==> config.mk <==
export PLATFORM = sky130hd
export DESIGN_NAME = call_stack
export DESIGN_NICKNAME = d
export VERILOG_FILES = /design/src/rtl/call_stack.sv
export SDC_FILE = /design/constraint.sdc
export NUM_CORES = 1
export LEC_CHECK = 0
export CAP_MARGIN = 20
export CORE_MARGIN = 2
export CORE_UTILIZATION = 55
export CTS_CLUSTER_SIZE = 28
export DETAILED_ROUTE_END_ITERATION = 6
export GPL_TIMING_DRIVEN = 0
export PLACE_DENSITY = 0.73
export REMOVE_ABC_BUFFERS = 1
export SYNTH_ARGS = -nofsm -noshare
export SYNTH_HDL_FRONTEND = slang
export SYNTH_SLANG_ARGS = --single-unit
==> constraint.sdc <==
create_clock -name clk -period 5.7 [get_ports clk]
set_input_delay 0.855 -clock clk [delete_from_list [all_inputs] [get_ports clk]]
set_output_delay 0.855 -clock clk [all_outputs]
set_load 0.01 [all_outputs]
==> src/rtl/call_stack.sv <==
// LIFO call/return stack with a zero-latency top-of-stack read and sticky misuse flags.
// Supports push, pop, push+pop (replace top) and synchronous clear; it never stalls.
module call_stack #(
   parameter int WIDTH = 32,
   parameter int DEPTH = 16
) (
   input  logic                         clk,
   input  logic                         rst_n,
   input  logic                         clear,
   input  logic                         push,
   input  logic                         pop,
   input  logic [WIDTH-1:0]             din,
   input  logic                         err_clr,
   output logic [WIDTH-1:0]             dout,
   output logic [$clog2(DEPTH):0]       count,
   output logic                         empty,
   output logic                         full,
   output logic                         overflow,
   output logic                         underflow
);

   localparam int AW = $clog2(DEPTH);

   logic [WIDTH-1:0] mem_q [DEPTH];
   logic [AW:0]      count_q, count_d;
   logic             overflow_q, overflow_d;
   logic             underflow_q, underflow_d;
   logic             wr_en;
   logic [AW-1:0]    wr_addr;
   logic [AW-1:0]    top_idx;
   logic             ovf_set, unf_set;
   logic             is_empty, is_full;

   assign is_empty = (count_q == '0);
   assign is_full  = (count_q == (AW+1)'(DEPTH));
   // At count == DEPTH the low bits are zero, so the subtraction lands on DEPTH-1.
   assign top_idx  = count_q[AW-1:0] - AW'(1);

   always_comb begin
      count_d = count_q;
      wr_en   = 1'b0;
      wr_addr = '0;
      ovf_set = 1'b0;
      unf_set = 1'b0;
      if (clear) begin
         count_d = '0;
      end else if (push && pop) begin
         if (!is_empty) begin
            wr_en   = 1'b1;
            wr_addr = top_idx;
         end else begin
            wr_en   = 1'b1;
            wr_addr = '0;
            count_d = (AW+1)'(1);
            unf_set = 1'b1;
         end
      end else if (push) begin
         if (is_full) begin
            ovf_set = 1'b1;
         end else begin
            wr_en   = 1'b1;
            wr_addr = count_q[AW-1:0];
            count_d = count_q + (AW+1)'(1);
         end
      end else if (pop) begin
         if (is_empty) begin
            unf_set = 1'b1;
         end else begin
            count_d = count_q - (AW+1)'(1);
         end
      end
      // A new error in the same cycle as err_clr wins.
      overflow_d  = ovf_set | (overflow_q  & ~err_clr);
      underflow_d = unf_set | (underflow_q & ~err_clr);
   end

   always_ff @(posedge clk or negedge rst_n) begin
      if (!rst_n) begin
         count_q     <= '0;
         overflow_q  <= 1'b0;
         underflow_q <= 1'b0;
      end else begin
         count_q     <= count_d;
         overflow_q  <= overflow_d;
         underflow_q <= underflow_d;
      end
   end

   // Storage has no reset; dout is masked while empty so stale contents never leak.
   always_ff @(posedge clk) begin
      if (wr_en) begin
         mem_q[wr_addr] <= din;
      end
   end

   assign dout      = is_empty ? '0 : mem_q[top_idx];
   assign count     = count_q;
   assign empty     = is_empty;
   assign full      = is_full;
   assign overflow  = overflow_q;
   assign underflow = underflow_q;

endmodule
### Word level (Yosys, flattened, before mapping)

Memories as Yosys holds them, arrays and structs flattened.
Index checks and enable logic that the tools add are counted.

* $add $sub $neg: 3
* equality and inequality tests: 4
* multiplexer cells: 28
* bitwise operators: 5
* reduce and logical (&&, ||, !) cells: 4

Operator list (number)
* $mux W5: 7
* $mux W32: 1
* $mux W4: 5
* $mux W1: 15
* $ne A4 B3 Y1 const B: 2
* $add A5 B1 Y5 const B: 1
* $eq A5 B5 Y1 const B: 1
* $logic_not A5 Y1: 1
* $sub A5 B1 Y5 const B: 1
* $reduce_and A4 Y1: 1
* $reduce_bool A4 Y1: 1
* $sub A4 B1 Y4 const B: 1
* $ne A3 B3 Y1 const B: 1
* $and A1 B1 Y1: 2
* $or A1 B1 Y1: 2
* $logic_and A1 B1 Y1: 1
* $not A1 Y1: 1

* register bits: 7
* memory bits (writable): 512
* input port bits: 38
* output and inout port bits: 41
* logic and storage cells: 48
* memories: 1

Memories
* mem_q: words 16, width 32, rd ports 1, clocked after Yosys merged registers in 0, wr ports 1, RTL line 24 `logic [WIDTH-1:0] mem_q [DEPTH];`

### Depth between registers and ports, before layout

Gate-level depths: netlist of run 1.

* word-level depth: 7
* gate-level depth with buffers: 11
* depth with buffers taken out: 7

### Worst setup path before layout of run 1

OpenSTA, ideal clock, no wires.

* path kind: flip-flop to flip-flop
* start: register count_q[0] (netlist: count[0])
* end: memory mem_q[13][0], enable pin
* data arrival time: 4617 ps
* data required time: 5239 ps
* slack: 622 ps
* cell stages (with the launch flop): 10
* path buffers: 4
* clock period less this slack: 5078 ps
* path through: dfrtp_1 buf_2 clkbuf_1 inv_1 ha_1 clkbuf_1 clkbuf_1 mux2_2 nand3_1 nor3_1

* word-level cells in the longest chain between the ends: 7
* elaborated cells between the ends (all ways): 14
* those cells by class: add/sub (1); eq/ne (1); mux (11); reduce/logical (1)

Ends and longest elaborated chain
* start: declaration: RTL line 25 `logic [AW:0] count_q, count_d;`
* start signal: assignment: RTL line 83 `count_q <= count_d;`
* $eq A5 B5 Y1: RTL line 35 `assign is_full = (count_q == (AW+1)'(DEPTH));`
* $mux W1: RTL line 58 `if (is_full) begin`
* $mux W1: RTL line 57 `end else if (push) begin`
* $mux W1: RTL line 47 `end else if (push && pop) begin`
* $mux W1: RTL line 45 `if (clear) begin`
* $mux W1: RTL line 91 `if (wr_en) begin`
* $mux W1 (not written as such): RTL line 92 `mem_q[wr_addr] <= din;`
* end: declaration: RTL line 24

Several ways; a longest one is shown, not always the timed one.

### Worst setup path after layout of run 1

* start: register count_q[0] (netlist: count[0])
* end: output dout[10]

* word-level cells in the longest chain between the ends: 3
* elaborated cells between the ends (all ways): 4
* those cells by class: add/sub (1); mux (1); reduce/logical (1); memory (1)

Ends and longest elaborated chain
* $sub A4 B1 Y4: RTL line 37 `assign top_idx = count_q[AW-1:0] - AW'(1);`
* $mem_v2 Z16 W32
* $mux W32 (*): RTL line 96 `assign dout = is_empty ? '0 : mem_q[top_idx];`
* end: declaration: RTL line 14 `output logic [WIDTH-1:0] dout,`

Every way passes the cells marked *; elsewhere a longest branch is shown, timed or not.

==> out/metrics.cfg, run 1 <==
[yosys]
synth_seq_area_share_pct = 77.08
synth.distinct_cells = 43
syn_area_per_cell_um2 = 22.64
synthCells = 891
synth_seq_cells = 519
syn_area_mm2 = 0.02017
synth_ff_type = edfxtp_1
yosys.area.top_type = edfxtp_1
ys_warn_count = 0
ys_top_cells_by_area = edfxtp_1 76%, mux4_2 14%, mux2i_1 3.2%, o22ai_1 1.0%, dfrtp_1 0.87%
synth_edf_count = 512
ys_async_sr_fraction_pct = 1.349
synth_top_area_share_pct = 76.21

[timing]
hold_ws_ns = 0.5439
tightest_slew_ns = 1.045
timing.slew.headroom_pct = 29.79
max_freq_mhz = 192.2
fin_skew_ns = 0.02077
rsz0062_at_grt = no
final-max-slew-violation-count = 0
worst_slack_ns = 0.4965
period_minus_slack_ns = 5.203
period_share_pct = 91.29
hold_viol_final = 0
setup_violations = 0

[setup_path]
path_buf_inv = 5
worstReg2RegStart = count[0]
cp_common_cell = buf_16
crit_path_max_fanout = 53
critPathArrivalTime_ns = 4.35
cp_slowest_stage_delay_ns = 0.84
endpoint_kind = output port
critPathKind = reg -> out
worst_path_max_delay_cell = dfrtp_4
crit_path_cell_trace = buf_16 > inv_1 > ha_4 > buf_16 > buf_16 > mux4_2 > mux2i_1 > o22ai_1 > clkdlybuf4s50_1
path_delay_family = buffers and inverters
worstSetupStartpoint = count[0]
required_ns = 4.85
start_kind = register

[placement]
placedCellCount = 1455
place_hpwl_um = 25910
place_area_mm2 = 0.02236
portBuffers = 78
place_congestion = 0.7256
dp_slack_ns = 0.9293

[global_routing]
antenna_found_initial = 0
grt_usage_pct = 22.10
overflow = 0
grt_pass1_wl_um = 60940
grt_pass1_vias = 9621
grt_max_degree = 54

[route]
post_drt_wl_per_cell_um = 26.94
viasPerCell = 6.077
drtIter0Drc = 692
drt_wl_total_um = 41540
vias = 9370
drt_pass1_iterations = 6
antenna_left = 0
drc_errors = 0

[floorplan]
die_y_um = 195.5
core_area_mm2 = 0.03635
start_util_pct = 55.50
num_rows = 70
io_pins = 79
fp.dieW_um = 195.5
die_area_mm2 = 0.03823

[clocking]
clkLatencyLatePin_ns = 0.55
htree_levels = 2
clk_pin_slew_ns = 0.07
clock_sinks = 519
cts.path.max_buffers = 3
cts_setup_buffers = 0
clockRootBuffer = clkbuf_16
cts_resized = 0
cts_hold_buf = 0
cts_tree = done
cts_buffers = 49

[power]
powerDensity_mw_per_mm2 = 526.4
vdd_ir_drop_max_mv = 0.3267
leakage_nw = 7.697

[finish]
drive_gt1_share_pct = 27.93
num_antenna_cells = 0
nets = 1082
n_fill_cell = 2242
final_cell_mix = 512 x edfxtp_1, 128 x mux4_2, 78 x clkdlybuf4s50_1
area.growth.synth_to_final_pct = 18.93
fin_cells = 1542
layout_commonest_cell = edfxtp_1
post-route-util_pct = 66.01
design_area_mm2 = 0.02399

[outcome]
status = completed

[flow_run]
max_cap_viol_count = 0

[worst_hold_path]
hold_class = reg -> reg
min-delay-start = overflow

layout make-up:
class | count | area [um^2] | share of cell area, %
clock buffer | 54 | 1245 | 5.189
inverter | 9 | 38.79 | 0.1617
timing repair buffer | 143 | 1695 | 7.066
clock inverter | 33 | 387.9 | 1.617
sequential | 519 | 15550 | 64.83
multi-input combinational | 316 | 4487 | 18.70
tap | 468 | 585.6 | 2.441
logic make-up after synthesis:
| kind of cell | after synthesis | share of synthesized area (%) |
|---|---|---|
| adder cells (fa/ha/maj) | 6 | 0.4093 |
| XOR/XNOR | 3 | 0.1303 |
| multiplexers | 197 | 17.77 |
| AO/OA/AOI/OAI | 55 | 1.842 |
| flip-flops | 519 | 77.08 |
| AND/OR/NAND/NOR | 55 | 1.501 |
| buffers and inverters | 56 | 1.265 |
flip-flops by register name, summed over array words and instances, names as in the netlist:
register	count
underflow	1
mem_q	512
count	5
overflow	1
metal layers:
metal / part of all wire [%] / track usage (%) / vias to the layer above
met4: 2.4 / 6.248 / 0
li1: - / - / 4085
met5: 0 / 0 / -
met2: 53 / 38.90 / 329
met3: 5.8 / 3.212 / 64
met1: 39 / 29.10 / 4892
worst reg2reg max path: stages (launching register included):
cell      delay (ns)
dfrtp_4         0.84
buf_16          0.33
inv_1           0.16
ha_4            0.19
nand2b_1        0.11
o21a_2          0.32
buf_12          0.28
a21o_1          0.35
inv_1           0.18
nor4_4          0.94
buf_8           0.26
buf_8           0.17
path summary, 6_finish.rpt:
path | endpoint | slack (ns) | depth (start not counted)
min in group asynchronous | overflow | 0.59 | 1
worst min-delay path | overflow | 0.54 | 2
worst max-delay path | dout[10] | 0.50 | 9
max in group asynchronous | count[0] | 4.80 | 1
worst max register to register | mem_q[0][12] | 1.25 | 11
worst min register to register | overflow | 0.54 | 2
synthesized netlist by cell type, drive strengths merged, types with 7 or more instances:
library cell  number
inv                8
dfrtp              7
o22ai             33
buf               22
nor3              15
nor2              11
clkbuf            25
nand2             11
edfxtp           512
mux4             128
mux2i             65
power breakdown:
part | internal, mW | switching [mW]
Combinational | 2.53 | 2.37
Clock | 1.94 | 1.35
Sequential | 4.33 | 0.108
per-stage QoR:
| step | setup TNS, ns | power (mW) |
|---|---|---|
| after CTS | 0 | 12.76 |
| after global placement | -7456.21 | 8.808 |
| after global routing | 0 | 13.13 |
| final | 0 | 12.63 |
| after floorplan | -3633.71 | 7.746 |
| after detailed placement | 0 | 9.463 |
Note: power is estimated with default switching activity, not from simulation.
==> inputs of run 2 (changes only) <==
Settings changed: CELL_PAD_IN_SITES_DETAIL_PLACEMENT set to 1, CELL_PAD_IN_SITES_GLOBAL_PLACEMENT set to 1, CTS_BUF_LIST set to sky130_fd_sc_hd__clkbuf_8, PLACE_DENSITY 0.73 to 0.81.
==> run 2 against run 1 <==
Hold slack got worse by 0.058 ns; sequential power is essentially flat; combinational power is 3% higher; non-clock buffer count did not move; cell count up 4.0%; count of clock-buffer cells in the layout rose by 31; die area stayed put; worst setup slack improved by 0.20 ns; critical path type unchanged; largest cell class unchanged.
==> out/metrics.cfg, run 2 (synthesized netlist as in run 1, its figures left out) <==
[clocking]
cts_tree = done
cts_buffers = 82  ; +67%
cts_resized = 0  ; unchanged
cts.path.max_buffers = 3  ; unchanged
clock_sinks = 519  ; unchanged
cts_setup_buffers = 0  ; unchanged
clkLatencyLatePin_ns = 0.64  ; +0.09 ns
clockRootBuffer = clkbuf_8
htree_levels = 3  ; +1
clk_pin_slew_ns = 0.07  ; about the same
cts_hold_buf = 0  ; unchanged

[global_routing]
busiest_layer = met2
antenna_found_initial = 2  ; +2
grt_usage_pct = 25.85  ; +3.8 points
grt_pass1_vias = 11045  ; +15%
use_met3_pct = 5.112  ; +1.9 points
overflow = 0  ; unchanged
use_met2_pct = 42.84  ; +3.9 points
use_met1_pct = 34.23  ; +5.1 points
grt_max_degree = 56  ; +3.7%
grt_pass1_wl_um = 70600  ; +16%

[floorplan]
die_area_mm2 = 0.03823  ; unchanged
core_area_mm2 = 0.03635  ; unchanged
io_pins = 79  ; unchanged
num_rows = 70  ; unchanged
start_util_pct = 55.50  ; unchanged
die_y_um = 195.5  ; unchanged
fp.dieW_um = 195.5  ; unchanged

[timing]
tightest_slew_ns = 1.082  ; +0.03682 ns
period_share_pct = 87.87  ; -3.4 points
max_freq_mhz = 199.7  ; +3.9%
fin_skew_ns = 0.03493  ; +0.01415 ns
final-max-slew-violation-count = 0  ; unchanged
rsz0062_at_grt = no
hold_viol_final = 0  ; unchanged
hold_ws_ns = 0.4855  ; -0.05843 ns
setup_violations = 0  ; unchanged
timing.slew.headroom_pct = 27.32  ; -2.5 points
period_minus_slack_ns = 5.008  ; -0.1950 ns

[setup_path]
path_buf_inv = 4  ; -1
start_kind = register
rrSetupSlack_ns = 1.42  ; +0.17 ns
cp_slowest_stage_delay_ns = 0.77  ; -0.07 ns
critPathKind = reg -> out
reg2reg_to = mem_q[8][17]
crit_path_max_fanout = 55  ; +3.8%
critPathArrivalTime_ns = 4.15  ; -0.20 ns
crit_path_cell_trace = inv_1 > ha_4 > buf_16 > buf_16 > mux4_2 > mux2i_1 > o22ai_1 > clkdlybuf4s50_1
rr_worst_depth = 10  ; -1
worst_path_max_delay_cell = dfrtp_4
cp_common_cell = buf_16
worstReg2RegStart = count[0]
endpoint_kind = output port
path_delay_family = buffers and inverters
required_ns = 4.85  ; about the same

[placement]
place_congestion = 0.7251  ; about the same
place_hpwl_um = 30040  ; +16%
portBuffers = 78  ; unchanged
placedCellCount = 1455  ; unchanged
place_area_mm2 = 0.02238  ; about the same

[route]
drc_errors = 0  ; unchanged
vias = 9999  ; +6.7%
drtIter0Drc = 900  ; +30%
antenna_left = 0  ; unchanged
drt_wl_total_um = 47360  ; +14%
viasPerCell = 6.234  ; +2.6%
drt_pass1_iterations = 5  ; -1
post_drt_wl_per_cell_um = 29.52  ; +9.6%

[outcome]
status = completed

[finish]
area.growth.synth_to_final_pct = 18.16
largest_register = mem_q
drive_gt1_share_pct = 28.22  ; +0.29 points
fin_cells = 1604  ; +4.0%
layout_commonest_cell = edfxtp_1
nets = 1115  ; +3.0%
largest_register_ffs = 512  ; unchanged
final_cell_mix = 512 x edfxtp_1, 128 x mux4_2, 85 x clkbuf_8
n_fill_cell = 2914  ; +30%
design_area_mm2 = 0.02384  ; -0.65%

[flow_run]
max_cap_viol_count = 0  ; unchanged

[power]
powerDensity_mw_per_mm2 = 517.8  ; -1.6%
vdd_ir_drop_max_mv = 0.4115  ; +26%
p_total_mw = 12.34  ; -2.3%
leakage_nw = 7.756  ; +0.76%

[worst_hold_path]
hold_class = in -> async

## run 2: cell types whose count changed in the layout (fill, tap and decap cells not counted), sizes merged
cell      delta
clkinv      +13
clkbuf      +31
bufinv       -7
diode        +2
clkinvlp     -4
inv         +27
## run 2: per-stage QoR
stage                      TNS, ns  worst slack [ns]  util (%)
after floorplan           -3633.71            -7.759         -
after global placement    -7462.52            -15.94     58.67
after detailed placement         0             1.264     61.56
after CTS                        0            0.5632     65.57
after global routing             0            0.4247     65.58
final                            0            0.6916     65.58
## run 2: area by class of cell
type | instances | area [um^2] | area share [%]
multi-input cells | 316 | 4487 | 18.82
clock buffers | 85 | 1170 | 4.908
flip-flops and latches | 519 | 15550 | 65.25
diodes | 2 | 5.005 | 0.02100
well taps | 468 | 585.6 | 2.456
clock inverters | 62 | 286.5 | 1.202
repair buffers | 143 | 1712 | 7.180
inverters | 9 | 38.79 | 0.1627
## run 2: metal layers
metal	share of wire, %	vias up	routed length (um)
met5	0	-	0
met4	3.1	0	1462
met3	6.5	99	3055
met2	51	440	24270
met1	39	5281	18560
li1	-	4179	-
## run 2: worst max-delay path by stage
stage	start	end	slack [ns]	cells after the start
after CTS	count[0]	dout[5]	0.56	8
after floorplan	count[0]	mem_q[6][0]	-7.76	5
after global placement	count[0]	mem_q[1][31]	-15.94	5
final	count[0]	dout[5]	0.69	8
after detailed placement	count[0]	dout[5]	1.26	8
after global routing	count[0]	dout[5]	0.42	8
## run 2: report_power, final
group / internal, mW / switching, mW / total, mW / leakage [nW]
combinational: 2.53 / 2.51 / 5.05 / 2.21
sequential: 4.33 / 0.102 / 4.44 / 4.70
clock: 1.43 / 1.43 / 2.86 / 0.843
==> inputs of run 3 (changes only) <==
Settings changed: CAP_MARGIN 20 to 10, CORE_MARGIN 2 to unset, CTS_CLUSTER_SIZE 28 to unset.
==> run 3 against run 2 <==
The run now ends with design-rule violations left; core utilization grew 0.87 points; count of clock-buffer cells in the layout down 5; combinational power increased by 0.8%; clock power increased by 2%; flip-flop and latch count did not move; hold slack improved by 0.029 ns; non-clock buffer count is the same; sequential power is essentially flat; die area fell by 2.0%; via count fell by 0.22%; critical path depth up 1; critical endpoint is now dout[25].
==> out/metrics.cfg, run 3 (synthesized netlist as in run 1, its figures left out) <==
[global_routing]
grt_pass1_wl_um = 73730  ; +4.4%
overflow = 0  ; unchanged
grt_max_degree = 51  ; -8.9%
antenna_found_initial = 2  ; unchanged
grt_usage_pct = 27.38  ; +1.5 points
grt_pass1_vias = 11228  ; +1.7%

[setup_path]
critPathKind = reg -> out
cp_slowest_stage_delay_ns = 0.82  ; +0.05 ns
reg2reg_to = mem_q[0][18]
worst_path_max_delay_cell = dfrtp_4
crit_path_max_fanout = 50  ; -9.1%
path_buf_inv = 5  ; +1
endpoint_kind = output port
rr_worst_depth = 11  ; +1
cp_common_cell = buf_16
path_delay_family = buffers and inverters
critPathArrivalTime_ns = 4.53  ; +0.38 ns
required_ns = 4.85  ; about the same
worstReg2RegStart = count[0]
start_kind = register
rrSetupSlack_ns = 1.31  ; -0.11 ns
crit_path_cell_trace = buf_16 > inv_1 > ha_4 > buf_16 > buf_16 > mux4_2 > mux2i_1 > o22ai_1 > clkdlybuf4s50_1

[power]
leakage_nw = 7.741  ; -0.20%
powerDensity_mw_per_mm2 = 522.8  ; +0.96%
vdd_ir_drop_max_mv = 0.4294  ; +4.3%

[floorplan]
die_y_um = 193.5  ; -1.0%
fp.dieW_um = 193.5  ; -1.0%
start_util_pct = 56.31  ; +0.80 points
die_area_mm2 = 0.03745  ; -2.0%
num_rows = 69  ; -1.4%
core_area_mm2 = 0.03583  ; -1.4%
io_pins = 79  ; unchanged

[clocking]
cts_hold_buf = 0  ; unchanged
cts_tree = done
clkLatencyLatePin_ns = 0.63  ; about the same
clk_pin_slew_ns = 0.07  ; about the same
cts.path.max_buffers = 3  ; unchanged
cts_setup_buffers = 0  ; unchanged
cts_buffers = 79  ; -3.7%
htree_levels = 3  ; unchanged
clockRootBuffer = clkbuf_8
clock_sinks = 519  ; unchanged
cts_resized = 0  ; unchanged

[worst_hold_path]
hold_class = in -> async

[finish]
largest_register = mem_q
final_cell_mix = 512 x edfxtp_1, 128 x mux4_2, 80 x clkbuf_8
nets = 1112  ; -0.27%
area.growth.synth_to_final_pct = 18.02
num_antenna_cells = 0  ; -2
largest_register_ffs = 512  ; unchanged
fin_cells = 1592  ; -0.75%
layout_commonest_cell = edfxtp_1
drive_gt1_share_pct = 28.29  ; +0.075 points
design_area_mm2 = 0.02381  ; -0.12%

[route]
drc_errors = 2  ; +2
drtIter0Drc = 966  ; +7.3%
antenna_left = 0  ; unchanged
post_drt_wl_per_cell_um = 30.89  ; +4.6%
vias = 9977  ; -0.22%
drt_wl_total_um = 49170  ; +3.8%
viasPerCell = 6.267  ; +0.53%
drt_pass1_iterations = 7  ; +2

[timing]
hold_viol_final = 0  ; unchanged
rsz0062_at_grt = no
fin_skew_ns = 0.02024  ; -0.01469 ns
period_minus_slack_ns = 5.380  ; +0.3717 ns
timing.slew.headroom_pct = 35.64  ; +8.3 points
tns_ns = 0  ; unchanged
hold_ws_ns = 0.5148  ; +0.02926 ns
tightest_slew_ns = 0.9602  ; -0.1219 ns
final-max-slew-violation-count = 0  ; unchanged
period_share_pct = 94.39  ; +6.5 points
setup_violations = 0  ; unchanged
max_freq_mhz = 185.9  ; -6.9%

[placement]
placedCellCount = 1448  ; -0.48%
place_area_mm2 = 0.02235  ; -0.13%
portBuffers = 78  ; unchanged
place_congestion = 0.7347  ; +1.3%
place_hpwl_um = 29580  ; -1.5%

[outcome]
violations = design-rule violations
status = finished, violations left

[flow_run]
max_cap_viol_count = 0  ; unchanged

-- run 3: worst reg2reg max path, delay by kind of cell, from the launching register on --
| kind | cells | cell delay, ns |
|---|---|---|
| buf+inv | 6 | 1.32 |
| fa+ha+maj | 1 | 0.20 |
| simple gates | 2 | 0.85 |
| flops | 1 | 0.82 |
| compound gates | 2 | 0.91 |
-- run 3: per-stage QoR --
stage	util, %	setup WS (ns)	total power [mW]
after floorplan	-	-7.759	7.746
after global placement	59.49	-15.86	8.805
after detailed placement	62.37	0.8698	9.559
after CTS	66.46	0.1428	12.58
after global routing	66.46	0.01426	12.93
final	66.46	0.3198	12.45
-- run 3: layout make-up --
cell class | instances | area, um^2
Timing Repair Buffer | 143 | 1692
Tap cell | 461 | 576.8
Sequential cell | 519 | 15550
Multi-Input combinational cell | 316 | 4487
Fill cell | 2830 | 12020
Inverter | 9 | 38.79
Clock buffer | 80 | 1101
Clock inverter | 64 | 361.6
-- run 3: how the worst max path moves through the flow --
stage	end	slack (ns)	from	cells after the start
6_report	dout[25]	0.32	count[0]	9
5_1_grt	dout[25]	0.01	count[0]	9
4_1_cts	dout[24]	0.14	count[0]	9
3_5_place_dp	dout[25]	0.87	count[0]	9
3_3_place_gp	mem_q[1][30]	-15.86	count[0]	5
2_1_floorplan	mem_q[6][0]	-7.76	count[0]	5
-- run 3: power by group --
group / switching, mW / total [mW] / leakage, nW / internal, mW
Clock: 1.47 / 2.92 / 0.837 / 1.45
Combinational: 2.56 / 5.09 / 2.20 / 2.53
Sequential: 0.111 / 4.44 / 4.70 / 4.33
Total: 4.14 / 12.4 / 7.74 / 8.31
-- run 3: layer usage --
layer	GRT usage [%]	wire length, um
met1	35.21	18900
met2	46.98	25620
met3	4.934	3329
met4	10.16	1316
met5	0	13
==> patch 1 (config.mk and constraints of run 3) <==
Compare `count_q` against `(AW+1)'(DEPTH)` with >= in place of ==.
--- a/src/rtl/call_stack.sv
+++ b/src/rtl/call_stack.sv
@@ -33,5 +33,5 @@
 
    assign is_empty = (count_q == '0);
-   assign is_full  = (count_q == (AW+1)'(DEPTH));
+   assign is_full  = (count_q >= (AW+1)'(DEPTH));
    // At count == DEPTH the low bits are zero, so the subtraction lands on DEPTH-1.
    assign top_idx  = count_q[AW-1:0] - AW'(1);
Function: same outputs for any inputs over 4 cycles, from zero or initial values and one cycle with rst_n low; that may be too few to reach the edited logic, so the function may still have changed.
==> patch 1 against run 3 <==
Sequential cell count unchanged. Die area up 0.18%. Final area down 0.69%. Count of clock-buffer cells in the layout up 6. Worst setup slack better by 84 ps. Routed wire length down 6.5%. Register-to-register slack worse by 80 ps. Fmax up 1.6%. Area after synthesis up 0.18%. Cell count down 1.7%. Power down 1.1%. Critical path type unchanged. Critical endpoint is now dout[19]. Largest power group unchanged.
==> patch 1: results (changes against run 3) <==
metric;value;unit;change
Pre-Repair DR Iteration Count;5;;was 7
Area after DPL;22150;µm²;was 22350 µm²
synth top area cells;edfxtp_1 (76%), mux4_2 (14%), mux2i_1 (3.2%);;unchanged
vias in the first global route;10780;;was 11230
Pleak;7.596;nW;was 7.741 nW
largest net degree at the start of global routing;64;;was 51
Hold Crit Class;primary input to async pin;;unchanged
Crit Reg-Reg Endpoint;mem_q[3][28];;was mem_q[0][18]
xor/xnor share of the synthesized area;0.002167;;was 0.001302
worst path arrival time;4440;ps;was 4530 ps
Reg power frac;0.365;;was 0.357
initial antenna violation count;3;;was 2
mux share of post-synthesis cell area;0.1754;;was 0.1777
compound-cell area share of the yosys netlist;0.02105;;was 0.01842
Synth warnings;0;;unchanged
crit-path max FO;25;;was 50
CTS root buf;clkbuf_8;;unchanged
DRT Wirelength;45970;µm;was 49170 µm
top cells by count, synth;edfxtp_1 (512), mux4_2 (128), mux2i_1 (65);;unchanged
asr flop ratio synth;0.01349;;unchanged
run status;complete, no violations;;was finished with violations
max FFs per register;512;;unchanged
later-pin clock latency in the skew report;630;ps;about the same
vias per inst;6.247;;was 6.267
worst reg2reg setup slack;1230;ps;was 1310 ps
Adder-Cell Fraction of Synth Area;0.005324;;was 0.004093
Slew Viols, Final;0;;unchanged
port bufs;78;;unchanged
Nets;1091;;was 1112
CTS H-tree lvls;3;;unchanged
sequential area share after synthesis;0.7694;;was 0.7708
Netlist cell types;49;;was 43
CTS Buffer Depth;3;;unchanged
fraction of layout cells with a size suffix above 1;0.2659;;was 0.2829
gpl congestion;0.7575;;was 0.7347
Peak supply drop;0.3797;mV;was 0.4294 mV
pin slew with the least headroom to its limit;1200;ps;was 960.2 ps
Int Power;8.315;mW;was 8.311 mW
Iteration-0 DRC Markers;892;;was 966
Post-synth EDFFs;512;;unchanged
Largest Register;mem_q;;unchanged
post-CTS sizing;0;;unchanged
R2R depth;10;;was 11
clock skew;22.98;ps;was 20.24 ps
worst hold slack;509.3;ps;was 514.8 ps
GRT Overall Usage;0.2528;;was 0.2738
Post-CTS Setup Bufs;0;;unchanged
RR Startpoint;count[0];;unchanged
Num CTS Buffers;82;;was 79
dpl hpwl;27740;µm;was 29580 µm
first-pass GRT wire length;68000;µm;was 73730 µm
setup violators final;0;;unchanged
## patch 1: cell types whose count changed in the layout (fill, tap and decap cells not counted), sizes merged, moves of 3 or more
cell      change
nor2          +9
nor3          -7
clkbuf        +6
nand2b        -3
buf          -29
a21oi         +3
nand2         -6
mux2          -3
clkinvlp      -3
nor2b         -3
clkinv        -7
## patch 1: layout make-up
cell class,instances,area [µm²]
clock inverters,55,290.3
well taps,461,576.8
diodes,2,5.005
fillers,2831,12180
inverters,8,42.54
clock buffers,86,1184
multi-input cells,320,4527
repair buffers,114,1466
flip-flops and latches,519,15550
## patch 1: stage by stage
stage               cells  power [mW]  worst slack [ps]  setup TNS [ps]
floorplan             847       7.820             -6303        -2808580
global placement     1386       9.410            -13100        -5871550
detailed placement   1421       9.509             731.2               0
CTS                  1562       12.41             42.99               0
global route         1564       12.83             217.8               0
finish               1565       12.31             404.1               0
## patch 1: worst max path at each step
stage / to / cells past startpoint
finish: dout[19] / 7
global route: dout[11] / 7
CTS: dout[11] / 7
detailed placement: dout[11] / 7
global placement: mem_q[0][24] / 5
floorplan: mem_q[0][0] / 5
## patch 1: critical path: stages (launching register included)
cell and delay [ps]:
dfrtp_4 840, inv_1 290, ha_1 280, or4b_1 560
nand2_2 540, buf_16 350, o22ai_1 330, clkdlybuf4s50_1 620
## patch 1: cell families after synthesis
kind of cell               count (synthesis)
DFF                                      519
muxes                                    194
AOI/OAI and AO/OA                         63
buffers and inverters                     58
and+or+nand+nor                           50
adders and majority gates                  8
xor gates and xnor gates                   5
## patch 1: per-layer routing
layer | GRT usage | routed length, µm | part of all wire
met4 | 0.08830 | 986 | 0.021
met3 | 0.05114 | 3273 | 0.071
met5 | 0 | 23 | 0.00050
met1 | 0.3387 | 18190 | 0.40
met2 | 0.4184 | 23490 | 0.51
==> patch 2 (settings of run 3) <==
Made on the original files. `WIDTH`: 32 -> 48.
--- a/src/rtl/call_stack.sv
+++ b/src/rtl/call_stack.sv
@@ -2,5 +2,5 @@
 // Supports push, pop, push+pop (replace top) and synchronous clear; it never stalls.
 module call_stack #(
-   parameter int WIDTH = 32,
+   parameter int WIDTH = 48,
    parameter int DEPTH = 16
 ) (
Interface: changed (resized din and dout); port bits go from 79 to 111. The function was not compared with the original's and may differ.
==> patch 2 against run 3 <==
First-iteration DRC count rose by 37%. Final area rose by 48%. Clock power rose by 51%. Fmax fell by 2.2%. Largest cell class unchanged. Count of clock-buffer cells in the layout rose by 41. Power rose by 49%. Non-clock buffer count rose by 68. Routed wire length rose by 51%. Worst setup slack got worse by 120 ps. Area after synthesis rose by 48%. Critical path type unchanged. Cell count rose by 47%. Sequential cell count rose by 256.
==> patch 2: results (changes against run 3) <==
metric;value;unit;change
switching portion of total power;0.3304;;was 0.3324
Syn Area/Cell;23.26;µm²;was 22.64 µm²
Area after DPL;33060;µm²;was 22350 µm²
port bufs;110;;was 78
Num CTS Buffers;117;;was 79
dpl hpwl;45270;µm;was 29580 µm
worst hold slack;408.8;ps;was 514.8 ps
fraction of layout cells with a size suffix above 1;0.2827;;was 0.2829
gpl congestion;0.7162;;was 0.7347
Pre-Repair DR Iteration Count;5;;was 7
Pleak;11.45;nW;was 7.741 nW
worst slack at placement;812.6;ps;was 869.8 ps
Post-synth EDFFs;768;;was 512
seq pwr;6.57;mW;was 4.44 mW
top cells by count, synth;edfxtp_1 (768), mux4_2 (192), mux2i_1 (97);;was edfxtp_1 (512), mux4_2 (128), mux2i_1 (65)
max FFs per register;768;;was 512
Setup crit end;dout[13];;was dout[25]
initial antenna violation count;5;;was 2
Fmax;0.1818;GHz;was 0.1859 GHz
compound-cell area share of the yosys netlist;0.01582;;was 0.01842
PwrDens;524.8;nW/µm²;was 522.8 nW/µm²
worst reg2reg setup slack;1580;ps;was 1310 ps
run status;complete, no violations;;was finished with violations
DRT Wirelength;74080;µm;was 49170 µm
crit-path max FO;52;;was 50
Adder-Cell Fraction of Synth Area;0.002770;;was 0.004093
first-pass GRT wire length;108400;µm;was 73730 µm
sequential area share after synthesis;0.7794;;was 0.7708
Peak supply drop;0.5487;mV;was 0.4294 mV
later-pin clock latency in the skew report;730;ps;was 630 ps
[patch 2: changes by cell type after synthesis, sizes merged]
cell / run 3 / this run
edfxtp: 512 / 768
mux4: 128 / 192
mux2i: 65 / 97
o22ai: 33 / 49
buf: 22 / 37
clkbuf: 25 / 33
[patch 2: timing repair]
action / in CTS / in global routing
endpoints found under the setup margin: 2 / 0
buffers inserted: 1 / 0
endpoints found under the hold margin: 0 / 0
[patch 2: layer usage]
layer	track usage	share of wire	vias to the layer above
met5	0	0.00034	-
met4	0.1156	0.031	4
met3	0.04993	0.062	152
met2	0.4684	0.52	650
met1	0.3528	0.39	7893
li1	-	-	6036
[patch 2: final cells by class]
type / instances / area (µm²)
antenna: 4 / 10.01
clock buffer: 121 / 1665
clock inverter: 101 / 566.8
fill: 4138 / 17760
inverter: 9 / 35.03
multi-input combinational: 428 / 6359
sequential: 775 / 23240
tap: 688 / 860.8
timing repair buffer: 211 / 2580
